<file path="config.mk">
export PLATFORM = sky130hd
export DESIGN_NAME = cluster_unpacker
export DESIGN_NICKNAME = d
export VERILOG_FILES = /design/src/rtl/cluster_pkg.sv /design/src/rtl/cluster_mask_expand.sv /design/src/rtl/cluster_unpacker.sv
export SDC_FILE = /design/constraint.sdc
export NUM_CORES = 2
export LEC_CHECK = 0
export CELL_PAD_IN_SITES_DETAIL_PLACEMENT = 1
export CELL_PAD_IN_SITES_GLOBAL_PLACEMENT = 2
export CORE_MARGIN = 10
export CORE_UTILIZATION = 33
export CTS_CLUSTER_DIAMETER = 100
export DETAILED_ROUTE_END_ITERATION = 12
export GPL_ROUTABILITY_DRIVEN = 1
export HOLD_SLACK_MARGIN = 0.06
export PLACE_DENSITY = 0.78
export SYNTH_ARGS = -nofsm -noshare
export SYNTH_HDL_FRONTEND = slang
export SYNTH_SLANG_ARGS = --single-unit
</file>
<file path="constraint.sdc">
create_clock -name clock -period 5.05 [get_ports clock]
set_input_delay 0.7575 -clock clock [delete_from_list [all_inputs] [get_ports clock]]
set_output_delay 0.7575 -clock clock [all_outputs]
set_load 0.02 [all_outputs]
</file>
<file path="src/rtl/cluster_pkg.sv">
// Shared constants and types for the cluster unpacker: frame geometry,
// the "no cluster" address code, err_flags bit positions and FSM states.
package cluster_pkg;

    localparam int unsigned MXPADS       = 768;
    localparam int unsigned MXCLUSTERS   = 8;
    localparam logic [10:0] CLUSTER_NONE = 11'h7FF;

    localparam int unsigned ERR_BAD_ADR  = 0;
    localparam int unsigned ERR_TRUNC    = 1;
    localparam int unsigned ERR_OVERLAP  = 2;
    localparam int unsigned ERR_OVERFLOW = 3;

    typedef enum logic {
        SYNC_WAIT,
        ACCUM
    } state_t;

endpackage

</file>
<file path="src/rtl/cluster_mask_expand.sv">
// Combinational expansion of a cluster word (first strip, size-1) into a
// strip mask, clipped at the last strip, with a truncation indication.
module cluster_mask_expand
    import cluster_pkg::*;
#(
    parameter int unsigned MXPADS = cluster_pkg::MXPADS
) (
    input  logic [10:0]       adr_i,
    input  logic [2:0]        cnt_i,
    output logic [MXPADS-1:0] mask_o,
    output logic              truncated_o
);

    logic [7:0]  run;
    logic [11:0] last;

    always_comb begin
        // cnt+1 contiguous ones, shifted into place; bits beyond the frame fall off
        run         = 8'hFF >> (3'd7 - cnt_i);
        mask_o      = {{(MXPADS-8){1'b0}}, run} << adr_i;
        last        = {1'b0, adr_i} + {9'd0, cnt_i};
        truncated_o = last > 12'(MXPADS - 1);
    end

endmodule

</file>
<file path="src/rtl/cluster_unpacker.sv">
// Rebuilds a per-frame strip bitmap from a stream of cluster words (one per
// pass), reporting accepted-cluster count, error flags and pass-sequence errors.
module cluster_unpacker
    import cluster_pkg::*;
#(
    parameter int unsigned MXPADS     = cluster_pkg::MXPADS,
    parameter int unsigned MXCLUSTERS = cluster_pkg::MXCLUSTERS
) (
    input  logic              clock,
    input  logic              reset,
    input  logic              frame_sync,
    input  logic [2:0]        pass,
    input  logic              cluster_found,
    input  logic [10:0]       adr,
    input  logic [2:0]        cnt,
    output logic [MXPADS-1:0] vpfs_out,
    output logic [3:0]        n_clusters,
    output logic              frame_valid,
    output logic [3:0]        err_flags,
    output logic              pass_err
);

    localparam logic [3:0]  MAXC = 4'(MXCLUSTERS);
    localparam logic [10:0] PADS = 11'(MXPADS);

    state_t            state_q;
    logic [MXPADS-1:0] work_q, work_d, base_map, mask;
    logic [3:0]        nacc_q, nacc_d, base_cnt;
    logic [3:0]        flags_q, flags_d;
    logic [2:0]        exp_q, exp_cur;
    logic [3:0]        since_q;
    logic              trunc, active, valid_word, in_range, room, accept, short_frame;

    cluster_mask_expand #(.MXPADS(MXPADS)) u_expand (
        .adr_i       (adr),
        .cnt_i       (cnt),
        .mask_o      (mask),
        .truncated_o (trunc)
    );

    // On frame_sync the pass-0 word lands on a cleared working state
    always_comb begin
        active      = (state_q == ACCUM) || frame_sync;
        base_map    = frame_sync ? '0 : work_q;
        base_cnt    = frame_sync ? '0 : nacc_q;
        flags_d     = frame_sync ? '0 : flags_q;
        valid_word  = cluster_found && (adr != CLUSTER_NONE);
        in_range    = adr < PADS;
        room        = base_cnt < MAXC;
        accept      = active && valid_word && in_range && room;
        work_d      = base_map;
        nacc_d      = base_cnt;
        if (accept) begin
            work_d = base_map | mask;
            nacc_d = base_cnt + 4'd1;
            if (trunc)
                flags_d[ERR_TRUNC] = 1'b1;
            if (|(base_map & mask))
                flags_d[ERR_OVERLAP] = 1'b1;
        end
        if (active && valid_word && !in_range)
            flags_d[ERR_BAD_ADR] = 1'b1;
        if (active && valid_word && in_range && !room)
            flags_d[ERR_OVERFLOW] = 1'b1;
        exp_cur     = frame_sync ? 3'd0 : exp_q;
        short_frame = frame_sync && (state_q == ACCUM) && (since_q < 4'd8);
    end

    always_ff @(posedge clock) begin
        if (reset) begin
            state_q     <= SYNC_WAIT;
            work_q      <= '0;
            nacc_q      <= '0;
            flags_q     <= '0;
            exp_q       <= '0;
            since_q     <= '0;
            vpfs_out    <= '0;
            n_clusters  <= '0;
            err_flags   <= '0;
            frame_valid <= 1'b0;
            pass_err    <= 1'b0;
        end else begin
            frame_valid <= 1'b0;
            pass_err    <= active && ((pass != exp_cur) || short_frame);
            exp_q       <= exp_cur + 3'd1;
            work_q      <= work_d;
            nacc_q      <= nacc_d;
            flags_q     <= flags_d;
            if (frame_sync)
                since_q <= 4'd1;
            else if (since_q < 4'd8)
                since_q <= since_q + 4'd1;
            case (state_q)
                SYNC_WAIT: if (frame_sync) state_q <= ACCUM;
                ACCUM: if (frame_sync) begin
                    vpfs_out    <= work_q;
                    n_clusters  <= nacc_q;
                    err_flags   <= flags_q;
                    frame_valid <= 1'b1;
                end
                default: state_q <= SYNC_WAIT;
            endcase
        end
    end

endmodule

</file>
==> summary.md <==
| Metric | Value |
|---|---|
| Root Buffer | clkbuf_16 |
| Via/cell ratio | around 6.4 |
| Most used cell, CP | buf_4 |
| Yosys cell types | 92 |
| CTS buffer count | between 150 and 200 |
| Critical path capture point type | register |
| Worst Setup SP | cnt[2] |
| Worst r2r src | work_q[404]$_SDFF_PP0_ |
| FP Rows | 156 |
| Fraction of layout cells with a size suffix above 1 | 17.0% |
| Setup Slack @ Placement | -574 ps |
| Combinational power share | between 7 and 8% |
| Min Tclk post-route | around 5100 ps |
| Crit path buffers/inverters | 5 |
| Clock power frac | a little under half |
| Residual DRC | 0 |
| H-Tree Level Count | 4 |
| Post-DR wirelength/cell | about 46 µm |
| Core region area | around 0.18 mm² |
| Drt pass-1 iters | 7 |
| First-pass GRT wire length | ~650,000 µm |
| Grt total ovfl | 0 |
| Internal Power | 20.6 mW |
| Worst VDD drop | 0.308 mV |
| Ys flop type | dfxtp_1 |
| Largest family of logic cells by synthesized area | compound AO/OA/AOI/OAI gates |
| Failing checks | negative setup slack |
| Crit Path Class | in2reg |
| Crit-path max FO | 8 |
| Post-synth EDFFs | 0 |
| Global placer's final weighted congestion | 1.19 |
| DIE HEIGHT | approximately 450 µm |
| Worst setup margin | -13.1 ps |
| Pwr/cell area | between 300 and 400 mW/mm² |
| Clock tree sinks | 1,562 |
| Cell depth of the worst setup path | 15 |
| Via count | about 71,000 |
| Synth async-reset ratio | 0% |
| Max stage delay on crit path | 910 ps |
| Post-Synth Simple-Gate Area | 18.9% |
| RR Endpoint | flags_q[2]$_SDFF_PP0_ |
| Leakage | between 20 and 30 nW |
| Mapped cell area | around 0.06 mm² |
| # Post-CTS Setup Buffers | 0 |
| Final slew viol count | 0 |
| Clock skew | 39.7 ps |
| Achievable frequency | about 0.20 GHz |
| IO Pins | 799 |
| Clock tree buffer depth | 3 |
| Slowest cell on crit path | a32oi_1 |
| Max Cap Violations | 0 |
| Switch share | a little over a quarter |
| PostCTS Resize Cnt | 0 |
| Register bit count reported by yosys | between 1,500 and 2,000 |
| Adder-cell share of the synthesized area | less than 1% |
| Seq pwr share | between 40 and 50% |
| TritonCTS clock tree | yes |
| RSZ-0062 raised after global routing | false |
| Drt initial violations | about 11,000 |
| # hold bufs at CTS | 0 |
| Compound-Gate Fraction of Synth Area | 23.6% |
| GRT Overall Usage | between 40% and 50% |
| Max_slew headroom | under 10% |
| WP data arrival | between 5000 and 6000 ps |
| Fin. Hold Viols | 0 |
| R2r setup slk | 980 ps |
| Critical Path RT | between 5000 and 6000 ps |
| Slew @ Worst Pin | about 1400 ps |
| Psw | between 7 and 8 mW |
| Post-synthesis xor/xnor area fraction | less than 1% |
| CP startpoint kind | primary input |
| Worst skew pair latency | 890 ps |
| Layout overhead on the synthesized area | 41.4% |
| Power, Total | roughly 28 mW |
| Initial Util | around 33% |
| Synth warn | 0 |
| Critical path endpoint | flags_q[2]$_SDFF_PP0_ |
| Mapped Nets | approximately 7,000 |
| Critical path's top delay family | simple AND/OR/NAND/NOR gates |
| Hpwl dp | a little over 400,000 µm |
| DIE AREA | approximately 0.20 mm² |
| Mux contribution to synthesized area | less than 1% |
| Mapped Avg Cell Area | approximately 8.3 µm² |
| Outcome | complete, but fails checks |
| Endpoints failing setup | 1 |
| IO Port Bufs | 798 |
| Routed Antenna Nets | 0 |
| R2R depth | 12 |
| Sequential element share of the synthesized area | 52.4% |
| Final worst-path cycle share | 100% |
| Synth Instances | about 7,000 |
| Vias in the first global route | between 60,000 and 70,000 |
| Hold Path Class | in2reg |
| Pin count of the biggest net entering global routing | 193 |
| Die width | between 400 and 500 µm |
| Initial antenna violation count | 97 |
| CP Cell Sequence | clkdlybuf4s50_1 > and2_1 > a22oi_2 > buf_4 > buf_4 > o22ai_2 > buf_4 > buf_4 > and2_1 > a32oi_1 > nand4_1 > a211oi_1 > nand4_1 > or4_1 > o31a_1 |
| Final nets | 8,586 |
| Clock-pin slew on the worst setup and hold paths | 60 ps |
| Drt total wl | a little over 500,000 µm |
| Post-layout util | 46.8% |
-- logic make-up after synthesis --
kind of cell / count (synthesis)
flip-flops: 1562
multiplexers: 35
AND/OR/NAND/NOR: 2713
XOR/XNOR: 7
adder cells (fa/ha/maj): 7
buffers and inverters: 666
AO/OA/AOI/OAI: 2165
-- worst min-delay path by stage --
stage	startpoint	endpoint	slack, ps	cells past startpoint
finish	reset	vpfs_out[587]$_SDFFE_PP0P_	270	2
global route	reset	vpfs_out[587]$_SDFFE_PP0P_	280	2
CTS	reset	exp_q[2]$_SDFF_PP0_	240	2
detailed placement	flags_q[1]$_SDFF_PP0_	flags_q[1]$_SDFF_PP0_	440	2
global placement	flags_q[1]$_SDFF_PP0_	flags_q[1]$_SDFF_PP0_	430	2
floorplan	flags_q[1]$_SDFF_PP0_	flags_q[1]$_SDFF_PP0_	420	2
-- cell usage after synthesis, types with 11 or more instances --
cell	count	area (µm²)
mux2i_1	20	200
nand4_1	66	413
a221oi_1	14	123
buf_1	42	158
a21oi_1	840	4200
nor3_1	58	290
clkbuf_1	584	2190
a311oi_1	11	96.3
nor4_1	25	156
mux2_2	15	169
o21ai_0	377	1890
buf_2	26	130
a32o_1	95	951
and3_1	35	219
or4_1	11	82.6
dfxtp_1	1562	31300
o22ai_1	72	450
o221ai_1	12	105
a32oi_1	60	526
nor2_1	139	522
nand2_1	2084	7820
nor2b_1	20	125
o211ai_1	11	82.6
nand3_1	178	891
a22o_1	401	3510
a31oi_1	53	332
a22oi_1	104	781
and2_1	14	87.6
-- sequential cells by signal (all words and copies together) (netlist names) --
register	cells
pass_err	1
nacc_q	4
flags_q	4
frame_valid	1
exp_q	3
work_q	768
err_flags	4
since_q	4
state_q	1
vpfs_out	768
n_clusters	4
-- metrics by stage --
step / TNS [ps] / area [µm²] / std cells / hold slack (ps)
after floorplan: 0 / 59700 / 7155 / 415
after global placement: -628 / 78300 / 10800 / 431
after detailed placement: -574 / 78400 / 10800 / 438
after CTS: 0 / 84300 / 11100 / 236
after global routing: 0 / 84300 / 11100 / 282
final: -13.1 / 84400 / 11100 / 273
-- metal layers --
| metal | up-vias | track usage [%] | wire [µm] |
|---|---|---|---|
| met3 | 1573 | 20.8 | 65700 |
| met4 | 46 | 38.7 | 48400 |
| met5 | - | 0.745 | 555 |
| met1 | 36000 | 58.6 | 192000 |
| met2 | 5580 | 67.8 | 202000 |
| li1 | 28100 | - | - |
-- power groups by stage --
stage | sequential (mW) | clock [mW] | combinational (mW)
2_1_floorplan | 12.6 | 0 | 0.703
3_3_place_gp | 12.6 | 0 | 2.05
6_report | 12.3 | 13.3 | 2.21
4_1_cts | 12.3 | 13.3 | 2.06
5_1_grt | 12.3 | 13.8 | 2.15
3_5_place_dp | 12.6 | 0 | 2.06
-- final cells by class --
cell class	instances	area, µm²
timing repair buffer	1887	17800
fill	20800	95900
clock buffer	241	5010
tap	2370	2970
clock inverter	66	887
antenna	62	155
multi-input combinational	4927	26300
inverter	11	41.3
sequential	1562	31300
-- layout by cell type (no fill, tap or decap), types with 11 or more instances in the layout --
cell type,n
a31oi_1,53
a21oi_1,839
mux2_2,15
o221ai_1,12
a221oi_1,14
or4_1,11
clkinv_2,29
clkbuf_16,170
and3_1,35
clkdlybuf4s50_1,791
o22ai_1,67
clkbuf_1,22
nor3_1,54
mux2i_1,19
nor2_1,129
a32oi_1,60
bufinv_16,14
and2_1,14
a311oi_1,11
nor4_1,18
clkbuf_8,49
nand2_1,2082
buf_4,960
buf_12,130
nand4_1,66
dfxtp_1,1562
nand3_1,178
a22oi_1,104
o21ai_0,376
nor2b_1,14
o211ai_1,11
a22o_1,401
a32o_1,95
diode_2,62
Note: power is estimated with default switching activity, not from simulation.
